--- src/rtl/multi_bounded_loop_ctr_if.sv ---
// Control/status bundle for multi_bounded_loop_ctr: run handshake and per-channel step controls in, counters and status out.
// Purely combinational wiring; no latency, and no backpressure beyond the start handshake.
interface multi_bounded_loop_ctr_if #(
    parameter int WIDTH  = 32,
    parameter int NCH    = 4,
    parameter int ITER_W = 16
);
    logic                   start;
    logic [WIDTH-1:0]       bound_in;
    logic                   loop_en;
    logic [NCH-1:0]         ch_en;
    logic [NCH-1:0]         inc;
    logic [NCH*WIDTH-1:0]   c_out;
    logic [WIDTH-1:0]       bound_out;
    logic [1:0]             state_out;
    logic [ITER_W-1:0]      iter_out;
    logic                   done;
    logic                   err;

    modport master (
        output start, bound_in, loop_en, ch_en, inc,
        input  c_out, bound_out, state_out, iter_out, done, err
    );

    modport slave (
        input  start, bound_in, loop_en, ch_en, inc,
        output c_out, bound_out, state_out, iter_out, done, err
    );
endinterface

--- src/rtl/multi_bounded_loop_ctr.sv ---
// NCH bounded counters in [0, bound_q] under one IDLE/LOOP/DONE controller; all outputs are registers or decodes of them.
// One-cycle step latency; start is taken only in IDLE/DONE and ignored while a run is in LOOP.
module multi_bounded_loop_ctr #(
    parameter int          WIDTH         = 32,
    parameter int          NCH           = 4,
    parameter int unsigned DEFAULT_BOUND = 4,
    parameter int          WRAP_MODE     = 0,
    parameter int          ITER_W        = 16,
    parameter int unsigned MAX_ITER      = 0
) (
    input  logic                      clk,
    input  logic                      rst,
    multi_bounded_loop_ctr_if.slave   bus
);

    typedef enum logic [1:0] {
        ST_IDLE = 2'd0,
        ST_LOOP = 2'd1,
        ST_DONE = 2'd2
    } state_t;

    localparam logic [ITER_W:0] LP_MAX_ITER = (ITER_W+1)'(MAX_ITER);

    state_t            r_state;
    state_t            w_state_nxt;
    logic [WIDTH-1:0]  r_c [NCH];
    logic [WIDTH-1:0]  w_c_nxt [NCH];
    logic [WIDTH-1:0]  r_bound;
    logic [ITER_W-1:0] r_iter;
    logic [NCH-1:0]    w_over;
    logic              w_accept;
    logic              w_step;
    logic              w_iter_cap;

    assign w_accept   = bus.start && (r_state == ST_IDLE || r_state == ST_DONE);
    assign w_step     = (r_state == ST_LOOP) && bus.loop_en;
    // Compare one bit wider so a saturated iter never aliases onto MAX_ITER.
    assign w_iter_cap = (MAX_ITER != 0) && (({1'b0, r_iter} + 1'b1) == LP_MAX_ITER);

    always_ff @(posedge clk or negedge rst) begin
        if (!rst) begin
            r_state <= ST_IDLE;
        end else begin
            r_state <= w_state_nxt;
        end
    end

    always_comb begin
        w_state_nxt = r_state;
        case (r_state)
            ST_IDLE: if (bus.start) w_state_nxt = ST_LOOP;
            ST_LOOP: if (!bus.loop_en || w_iter_cap) w_state_nxt = ST_DONE;
            ST_DONE: if (bus.start) w_state_nxt = ST_LOOP;
            default: w_state_nxt = ST_IDLE;
        endcase
    end

    always_comb begin
        bus.state_out = r_state;
        bus.done      = (r_state == ST_DONE);
    end

    always_comb begin
        for (int i = 0; i < NCH; i++) begin
            w_c_nxt[i] = r_c[i];
            if (bus.ch_en[i]) begin
                if (bus.inc[i]) begin
                    if (r_c[i] != r_bound) w_c_nxt[i] = r_c[i] + 1'b1;
                end else if (WRAP_MODE == 2) begin
                    if (r_c[i] != '0) w_c_nxt[i] = r_c[i] - 1'b1;
                end else if (r_c[i] == r_bound) begin
                    w_c_nxt[i] = (WRAP_MODE == 0) ? WIDTH'(1) : '0;
                end
            end
        end
    end

    always_ff @(posedge clk or negedge rst) begin
        if (!rst) begin
            for (int i = 0; i < NCH; i++) r_c[i] <= '0;
            r_bound <= WIDTH'(DEFAULT_BOUND);
            r_iter  <= '0;
        end else if (w_accept) begin
            for (int i = 0; i < NCH; i++) r_c[i] <= '0;
            r_bound <= (bus.bound_in == '0) ? WIDTH'(1) : bus.bound_in;
            r_iter  <= '0;
        end else if (w_step) begin
            for (int i = 0; i < NCH; i++) r_c[i] <= w_c_nxt[i];
            if (!(&r_iter)) r_iter <= r_iter + 1'b1;
        end
    end

    always_comb begin
        bus.c_out = '0;
        w_over    = '0;
        for (int i = 0; i < NCH; i++) begin
            bus.c_out[i*WIDTH +: WIDTH] = r_c[i];
            w_over[i]                   = (r_c[i] > r_bound);
        end
    end

    assign bus.err       = |w_over;
    assign bus.bound_out = r_bound;
    assign bus.iter_out  = r_iter;

    for (genvar g = 0; g < NCH; g++) begin : g_inv
        a_c_le_bound: assert property (@(posedge clk) disable iff (!rst) r_c[g] <= r_bound);
    end

    a_bound_nz:    assert property (@(posedge clk) disable iff (!rst) r_bound != '0);
    a_no_err:      assert property (@(posedge clk) disable iff (!rst) !bus.err);
    a_state_legal: assert property (@(posedge clk) disable iff (!rst) r_state != 2'd3);
    a_idle_zero:   assert property (@(posedge clk) disable iff (!rst) (r_state == ST_IDLE) |-> (bus.c_out == '0));
    a_done_hold:   assert property (@(posedge clk) disable iff (!rst)
                       (r_state == ST_DONE && !bus.start) |=> ($stable(bus.c_out) && $stable(r_bound)));

endmodule

--- src/flat_wrapper.sv ---
// flat-port wrapper written by rule: the top's interface ports become plain ports
module multi_bounded_loop_ctr_flat 
#(
    parameter int          WIDTH         = 32,
    parameter int          NCH           = 4,
    parameter int unsigned DEFAULT_BOUND = 4,
    parameter int          WRAP_MODE     = 0,
    parameter int          ITER_W        = 16,
    parameter int unsigned MAX_ITER      = 0
)
  (clk, rst, bus_start, bus_bound_in, bus_loop_en, bus_ch_en, bus_inc, bus_c_out, bus_bound_out, bus_state_out, bus_iter_out, bus_done, bus_err);
  multi_bounded_loop_ctr_if #(.WIDTH(WIDTH), .NCH(NCH), .ITER_W(ITER_W)) bus_i ();
  input  logic clk;
  input  logic rst;
  input wire logic [$bits(bus_i.start)-1:0] bus_start;
  input wire logic [$bits(bus_i.bound_in)-1:0] bus_bound_in;
  input wire logic [$bits(bus_i.loop_en)-1:0] bus_loop_en;
  input wire logic [$bits(bus_i.ch_en)-1:0] bus_ch_en;
  input wire logic [$bits(bus_i.inc)-1:0] bus_inc;
  output wire logic [$bits(bus_i.c_out)-1:0] bus_c_out;
  output wire logic [$bits(bus_i.bound_out)-1:0] bus_bound_out;
  output wire logic [$bits(bus_i.state_out)-1:0] bus_state_out;
  output wire logic [$bits(bus_i.iter_out)-1:0] bus_iter_out;
  output wire logic [$bits(bus_i.done)-1:0] bus_done;
  output wire logic [$bits(bus_i.err)-1:0] bus_err;
  assign bus_i.start = bus_start;
  assign bus_i.bound_in = bus_bound_in;
  assign bus_i.loop_en = bus_loop_en;
  assign bus_i.ch_en = bus_ch_en;
  assign bus_i.inc = bus_inc;
  assign bus_c_out = bus_i.c_out;
  assign bus_bound_out = bus_i.bound_out;
  assign bus_state_out = bus_i.state_out;
  assign bus_iter_out = bus_i.iter_out;
  assign bus_done = bus_i.done;
  assign bus_err = bus_i.err;
  multi_bounded_loop_ctr #(.WIDTH(WIDTH), .NCH(NCH), .DEFAULT_BOUND(DEFAULT_BOUND), .WRAP_MODE(WRAP_MODE), .ITER_W(ITER_W), .MAX_ITER(MAX_ITER)) u_core (.clk(clk), .rst(rst), .bus(bus_i));
endmodule
--- config.mk ---
export PLATFORM = sky130hd
export DESIGN_NAME = multi_bounded_loop_ctr_flat
export DESIGN_NICKNAME = d
export VERILOG_FILES = /design/src/rtl/multi_bounded_loop_ctr_if.sv /design/src/rtl/multi_bounded_loop_ctr.sv /design/src/flat_wrapper.sv
export SDC_FILE = /design/constraint.sdc
export NUM_CORES = 1
export LEC_CHECK = 0
export ABC_CLOCK_PERIOD_IN_PS = 7900
export BUFFER_PORTS_ARGS = -buffer_cell sky130_fd_sc_hd__clkbuf_2
export CORE_MARGIN = 2
export CORE_UTILIZATION = 54
export DETAILED_ROUTE_END_ITERATION = 8
export PLACE_DENSITY = 0.77
export SLEW_MARGIN = 10
export SYNTH_ARGS = -nofsm -noshare
export SYNTH_HDL_FRONTEND = slang
export SYNTH_SLANG_ARGS = --single-unit
--- constraint.sdc ---
create_clock -name clk -period 7.9 [get_ports clk]
set_clock_uncertainty 0.2 [all_clocks]
set_input_delay 1.58 -clock clk [delete_from_list [all_inputs] [get_ports clk]]
set_output_delay 1.58 -clock clk [all_outputs]
set_load 0.01 [all_outputs]
==> results of run 1 <==
state kept, by name, summed over array words and instances (netlist names):
name	count
u_core.bus.c_out	128
u_core.bus.bound_out	32
u_core.bus.iter_out	16
u_core.bus.state_out	2
critical path, cell delays in order, from the launching register on:
cell      delay [ns]
dfrtp_1         0.35
inv_1           0.11
ha_1            0.33
nand4_1         0.16
or4_4           0.62
or3_1           0.50
o31ai_1         0.11
o21ai_0         0.15
a211oi_1        0.20
o211ai_1        0.20
clkbuf_2        0.20
per-layer routing:
metal	share of wire, %	up-vias	GRT usage, %
met3	9.2	151	7.81
met2	46	641	56.3
met4	6.3	2	18.5
met1	38	5749	42.5
li1	-	5479	-
met5	0.056	-	0
per-stage QoR:
stage	total power, µW	hold WS [ns]	std cells	util (%)	setup WS, ns
4_1_cts	2530	0.352	1879	64.1	2.78
6_report	2540	0.350	1879	64.1	2.73
5_1_grt	2650	0.389	1879	64.1	2.60
3_5_place_dp	1680	0.337	1848	61.5	3.27
3_3_place_gp	1650	0.338	1848	61.5	3.30
2_1_floorplan	1410	0.334	1381	-	3.68
cell families after synthesis:
group | after synthesis | share of synthesized area [%]
buffers and inverters | 97 | 3.15
XOR/XNOR | 75 | 5.42
adder cells (fa/ha/maj) | 133 | 13.7
AND/OR/NAND/NOR | 587 | 25.7
AO/OA/AOI/OAI | 306 | 14.8
multiplexers | 5 | 0.423
flip-flops | 178 | 36.8
final timing paths:
kind	end	slack, ns	depth (start not counted)
min in group asynchronous	u_core.bus.c_out[5]	0.95	1
worst min register to register	u_core.bus.iter_out[1]	0.35	2
worst min-delay path	u_core.bus.iter_out[1]	0.35	2
worst max register to register	u_core.bus.c_out[27]	4.16	8
max in group asynchronous	u_core.bus.c_out[125]	5.33	2
worst max-delay path	bus_err	2.73	10
power breakdown:
group | internal (µW) | switching, µW | total (µW)
logic | 199 | 465 | 664
registers | 966 | 48.9 | 1010
clock network | 475 | 391 | 866
total | 1640 | 905 | 2540
area by class of cell:
class / count / area [µm²]
clock buffers: 19 / 443
fillers: 1824 / 7880
inverters: 53 / 199
clock inverters: 12 / 134
well taps: 280 / 350
multi-input cells: 1106 / 7310
repair buffers: 231 / 1180
flip-flops and latches: 178 / 4460
placed cells by master (no fill, tap or decap), drive strengths merged, types with 7 or more instances in the layout:
cell type | synthesis | layout
a21o | 22 | 22
nor2b | 9 | 9
o211ai | 7 | 7
nor3 | 36 | 36
or3 | 17 | 17
inv | 53 | 55
a31oi | 11 | 11
dfrtp | 177 | 177
o31ai | 13 | 13
o21ai | 133 | 133
nand2b | 8 | 8
nand3 | 64 | 64
ha | 133 | 133
xnor2 | 55 | 55
xor2 | 20 | 20
nor4 | 27 | 27
or4 | 8 | 8
nand4 | 58 | 58
and3 | 28 | 28
buf | 5 | 9
and2 | 9 | 9
clkbuf | 39 | 241
nor2 | 131 | 131
a21oi | 78 | 78
and4 | 22 | 22
nand2 | 138 | 138
==> metrics.md, run 1 <==
| Metric | Value |
|---|---|
| CTS clock-pin slew for the worst setup and hold paths | around 0.070 ns |
| Yosys reg bits | around 180 |
| Vias per cell | roughly 6.4 |
| CTS buffer count | 17 |
| Aggregate negative setup slack | 0 ns |
| Clk buf depth | 2 |
| Final Cycle Share | about 65% |
| Placement Cell Area | 13500 µm² |
| First-pass GRT wire length | between 60000 and 70000 µm |
| CORE AREA | roughly 22000 µm² |
| Diode count | 0 |
| Num ports | 224 |
| CTS tree | done |
| Fin. max-slew vios | 0 |
| CP Data Arrival Time | 3.39 ns |
| GP Congestion | 0.925 |
| Worst flop-to-flop path startpoint | u_core.bus.c_out[29] |
| Number of flops mapped to enable cells by yosys | 0 |
| Total GRT Usage | 34.4% |
| Cell row count | between 50 and 60 |
| Most frequent cell after synthesis | dfrtp_1 |
| Wirelength per Cell | between 20 and 25 µm |
| Mapped Area | 12100 µm² |
| Dominant synthesized flop cell | dfrtp_1 |
| Distinct cells, synth | 64 |
| Cells after Synth | 1381 |
| Starting density of the core | between 50 and 60% |
| Synthesized Nets | 1558 |
| Endpoints failing hold | 0 |
| PortBufs | 223 |
| Final setup viols | 0 |
| Total wire length | 40900 µm |
| Hold Crit Class | flop to flop |
| Final nets | 1764 |
| Drt pass-1 iters | 5 |
| Grt ovf | 0 |
| Crit start category | flop |
| DRC | 0 |
| DIE AREA | 23700 µm² |
| Initial DRC count | 1173 |
| Post-CTS Resized | 0 |
| Fin crit period | 5.17 ns |
| Clock Tree Root | clkbuf_16 |
| Kind of critical path | flop to output port |
| Chip Height | 154 µm |
| Area contributors post-synth | dfrtp_1 37%, ha_1 14%, nand2_1 4.3%, o21ai_0 4.1%, nor2_1 4.1% |
| Post-DRT Antenna Nets | 0 |
| Slew Limit Headroom | 22.5% |
| Register area share after synthesis | 36.8% |
| Max Cap Viol | 0 |
| Dpl hpwl | 31100 µm |
| Top cells by count, synth | 177 x dfrtp_1, 138 x nand2_1, 133 x ha_1 |
| Status | complete, no violations |
| Post-CTS Setup Bufs | 0 |
| Hold_buf cts | 0 |
| Syn avg cell area | 8.78 µm² |
| Synth top area share | 36.5% |
| Largest vdd supply drop | ~150 µV |
| CP max FO | 6 |
| Synth-to-Final Area Change | 16.1% |
| YS warnings | 0 |
| Unrepaired setup endpoints after global routing | no |
| Insertion delay to the later sink of the worst-skew pair | 0.44 ns |
| Design Area, Final | between 10000 and 15000 µm² |
| Pleak | 0.00673 µW |
| Worst setup path start | u_core.bus.bound_out[13] |
| Vias in the first global route | 11100 |
| Largest net degree at the start of global routing | 79 |
| Layout cells sized above 1 | 18.0% |
| Vias | 12000 |
| Maximum clock rate | 194 MHz |
| Clock sink count | 178 |
| Worst-Margin Slew | 1.16 ns |
| Die W | ~150 µm |
| H-tree level count | 4 |
| FFs w/ async S/R, synth | 100% |
| Initial antenna violation count | 1 |
| Required time of the worst setup path | 6.12 ns |
| Area leader, netlist | dfrtp_1 |
| Pwr dens | about 180 nW/µm² |
| HP Start | u_core.bus.iter_out[1] |
| CP Capture Type | output port |
Note: power is estimated with default switching activity, not from simulation.
==> run 2: changes to the inputs <==
ABC_AREA = 1   (was unset)
ABC_CLOCK_PERIOD_IN_PS = 4400   (was 7900)
CORE_UTILIZATION = 53   (was 54)
clock period = 4.4 ns   (was 7.9 ns; I/O delays follow)
==> run 2 against run 1 <==
Clock-buffer cell count unchanged; synthesized area increased by 18%; hold slack got worse by 0.10 ns; critical path depth increased by 2; utilization decreased by 3.5 points; via count increased by 27%; sequential power increased by 89%; critical endpoint unchanged; global-route usage decreased by 0.49 points; wire length increased by 17%; flip-flop and latch count unchanged; sequential share of layout area decreased by 4.2 points; non-clock buffer count increased by 1.
==> metrics.md, run 2 <==
| Metric | Value |
|---|---|
| Synthesized Nets | 2271 (+46%) |
| CORE AREA | 26700 µm² (+22%) |
| R2R Path End | u_core.bus.c_out[43] |
| DIE AREA | 28400 µm² (+20%) |
| Vias in the first global route | 14300 (+28%) |
| Synth top area share | 30.9% (-5.6 points) |
| Starting density of the core | 53.6% (-1.6 points) |
| Dpl hpwl | 36100 µm (+16%) |
| Final Cycle Share | between 80 and 90% |
| Simple-gate share of the synthesized area | 35.9% (+10 points) |
| Hold Crit Class | primary input to asynchronous set/reset pin |
| Unrepaired setup endpoints after global routing | no |
| Synth-to-Final Area Change | 13.0% |
| Max reg flops | 128 (unchanged) |
| Worst path cell trace | inv_1 > ha_1 > nand2_1 > nor2_1 > nand4_1 > nor2_1 > nand2_1 > nand2_1 > nand2_1 > inv_1 > nand2_1 > clkbuf_2 |
| Worst flop-to-flop path startpoint | u_core.bus.bound_out[6] |
| Insertion delay to the later sink of the worst-skew pair | 0.44 ns (about the same) |
| Area leader, netlist | dfrtp_1 |
| Initial antenna violation count | 2 (+1) |
| Mux contribution to synthesized area | 0% (-0.42 points) |
| Synth Area in XOR/XNOR | 2.44% (-3.0 points) |
| Area contributors post-synth | dfrtp_1 31%, nand2_1 16%, ha_1 12%, nor2_1 5.7%, inv_1 5.6% |
| Required time of the worst setup path | 3.32 ns (-2.80 ns) |
| Number of flops mapped to enable cells by yosys | 0 (unchanged) |
| Worst reg-to-reg path cell count | 14 (+6) |
| Cell family with most CP delay | simple AND/OR/NAND/NOR gates |
| Max Cap Viol | 0 (unchanged) |
| Post-DRT Antenna Nets | 0 (unchanged) |
| WP buf/inv | 3 (+1) |
| Total GRT Usage | 33.9% (-0.49 points) |
| Commonest cells after routing, fill and taps aside | 614 x nand2_1, 222 x clkbuf_2, 217 x nor2_1 |
| Most common cell after layout, fill and taps aside | nand2_1 |
| H-tree level count | 4 (unchanged) |
| Cell row count | 60 (+11%) |
| Placed cell count | 2608 (+41%) |
| Maximum clock rate | 281 MHz |
| R2R setup slack | 1.49 ns (-2.67 ns) |
| Pwr dens | 303 nW/µm² (+68%) |
| Slew Limit Headroom | 48.2% (+26 points) |
| Endpoints failing hold | 0 (unchanged) |
| Dominant synthesized flop cell | dfrtp_1 |
| Worst-Margin Slew | 0.770 ns (-0.387 ns) |
| Fin crit period | 3.56 ns |
| Status | complete, no violations |
| CTS buffer count | 17 (unchanged) |
| DRC | 0 (unchanged) |
| CP Capture Type | output port |
| Distinct cells, synth | 40 (-38%) |
| Adder-Cell Fraction of Synth Area | 11.6% (-2.1 points) |
| Cell at the slowest stage of the critical path | ha_1 |
| Total wire length | 47900 µm (+17%) |
| CP Data Arrival Time | 2.48 ns (-0.91 ns) |
| Compound-Gate Fraction of Synth Area | 10.7% (-4.1 points) |
| Grt ovf | 0 (unchanged) |
| Crit start category | flop |
| Cells after Synth | 2094 (+52%) |
| Most frequent CP cell | nand2_1 |
| Aggregate negative setup slack | 0 ns (unchanged) |
| Register area share after synthesis | 31.1% (-5.7 points) |
| Layout cells sized above 1 | 14.0% (-4.0 points) |
| Vias per cell | 5.79 (-9.5%) |
| YS warnings | 0 (unchanged) |
| Wirelength per Cell | 18.1 µm (-17%) |
| FFs w/ async S/R, synth | 100% (unchanged) |
| Initial DRC count | 1427 (+22%) |
| Final std cells w/o fill | 2642 (+41%) |
| Top cells by count, synth | 614 x nand2_1, 218 x nor2_1, 215 x inv_1 |
| Drt pass-1 iters | 6 (+1) |
| Kind of critical path | flop to output port |
| Clk buf depth | 2 (unchanged) |
| Hold_buf cts | 0 (unchanged) |
| CTS tree | done |
| Largest vdd supply drop | 216 µV (+42%) |
| Chip Height | 168 µm (+9.5%) |
| Post-CTS Setup Bufs | 0 (unchanged) |
| PortBufs | 223 (unchanged) |
| Post-CTS Resized | 0 (unchanged) |
| Num ports | 224 (unchanged) |
| Largest net degree at the start of global routing | 75 (-5.1%) |
| First-pass GRT wire length | 75900 µm (+20%) |
| GP Congestion | 0.950 (+2.8%) |
| Final setup viols | 0 (unchanged) |
| CP max FO | 5 (-1) |
| Largest family of logic cells by synthesized area | simple AND/OR/NAND/NOR gates |
| Syn avg cell area | 6.85 µm² (-22%) |
| Final nets | 2463 (+40%) |
| CTS clock-pin slew for the worst setup and hold paths | 0.08 ns (about the same) |
| Vias | 15300 (+27%) |
| Fin. max-slew vios | 0 (unchanged) |
| Pleak | 0.00795 µW (+18%) |
| Clock Tree Root | clkbuf_16 |
| Die W | 168 µm (+9.5%) |
| Most frequent cell after synthesis | nand2_1 |
| Yosys reg bits | 178 (unchanged) |
| Clock sink count | 178 (unchanged) |
| Worst setup path start | u_core.bus.bound_out[7] |
| Slowest stage delay, CP | 0.39 ns (-0.23 ns) |
| Mapped Area | 14300 µm² (+18%) |
run 2: changes by cell type after synthesis, sizes merged, moves of 41 or more:
| cell | before | now |
|---|---|---|
| nand3 | 64 | 134 |
| inv | 53 | 221 |
| nand2 | 138 | 619 |
| xnor2 | 55 | 14 |
| nor2 | 131 | 227 |
| nor3 | 36 | 98 |
run 2: area by class of cell:
cell class              instances  area [µm²]
diodes                          2        5.00
clock buffers                  19         453
clock inverters                13         118
fillers                      2552       10500
inverters                     222         841
multi-input cells            1635        8700
flip-flops and latches        178        4460
well taps                     341         427
repair buffers                232        1200
run 2: kinds of logic (layout without fill, tap and decap cells):
group / after synthesis / after routing
compound gates: 268 / 268
xor+xnor: 40 / 40
fa+ha+maj: 133 / 133
buf+inv: 281 / 486
flops: 178 / 178
other cells: 0 / 2
simple gates: 1194 / 1194
run 2: worst reg2reg max path, cell delays in order, from the launching register on:
cell and delay (ns):
dfrtp_1 0.36, inv_1 0.21, ha_1 0.36, nand2_1 0.07, nor2_1 0.16, nand4_1 0.10, nor2_1 0.18, nand2_1 0.11
nand2_1 0.07, nand3_1 0.07, nand2_1 0.07, buf_4 0.31, inv_2 0.29, nand2_1 0.16, o21ai_1 0.07
run 2: worst max path at each step:
stage,to,depth (start not counted),slack [ns]
2_1_floorplan,bus_err,16,1.77
3_3_place_gp,u_core.bus.c_out[29],9,1.23
3_5_place_dp,u_core.bus.c_out[27],9,1.16
4_1_cts,bus_err,12,0.83
5_1_grt,bus_err,17,0.67
6_report,bus_err,12,0.84
run 2: power by group:
part           internal, µW  switching [µW]
combinational           409            1060
clock                   778             764
sequential             1760             149
total                  2950            1970
run 2: metal layers:
layer	vias to the layer above	track usage (%)	part of all wire [%]	wire (µm)
li1	7321	-	-	-
met1	7135	46.2	43	20500
met2	735	54.8	45	21800
met3	110	4.58	8.0	3840
met4	0	13.6	3.8	1840
met5	-	0	0	0
run 2: per-stage QoR:
stage	instance area, µm²	hold WS (ns)	util, %	power (µW)	setup slack, ns
after floorplan	14300	0.348	-	2820	1.77
after global placement	15600	0.312	58.5	3300	1.23
after detailed placement	15600	0.331	58.5	3370	1.16
after CTS	16200	0.290	60.6	4890	0.828
after global routing	16200	0.304	60.6	5170	0.670
final	16200	0.247	60.6	4920	0.840
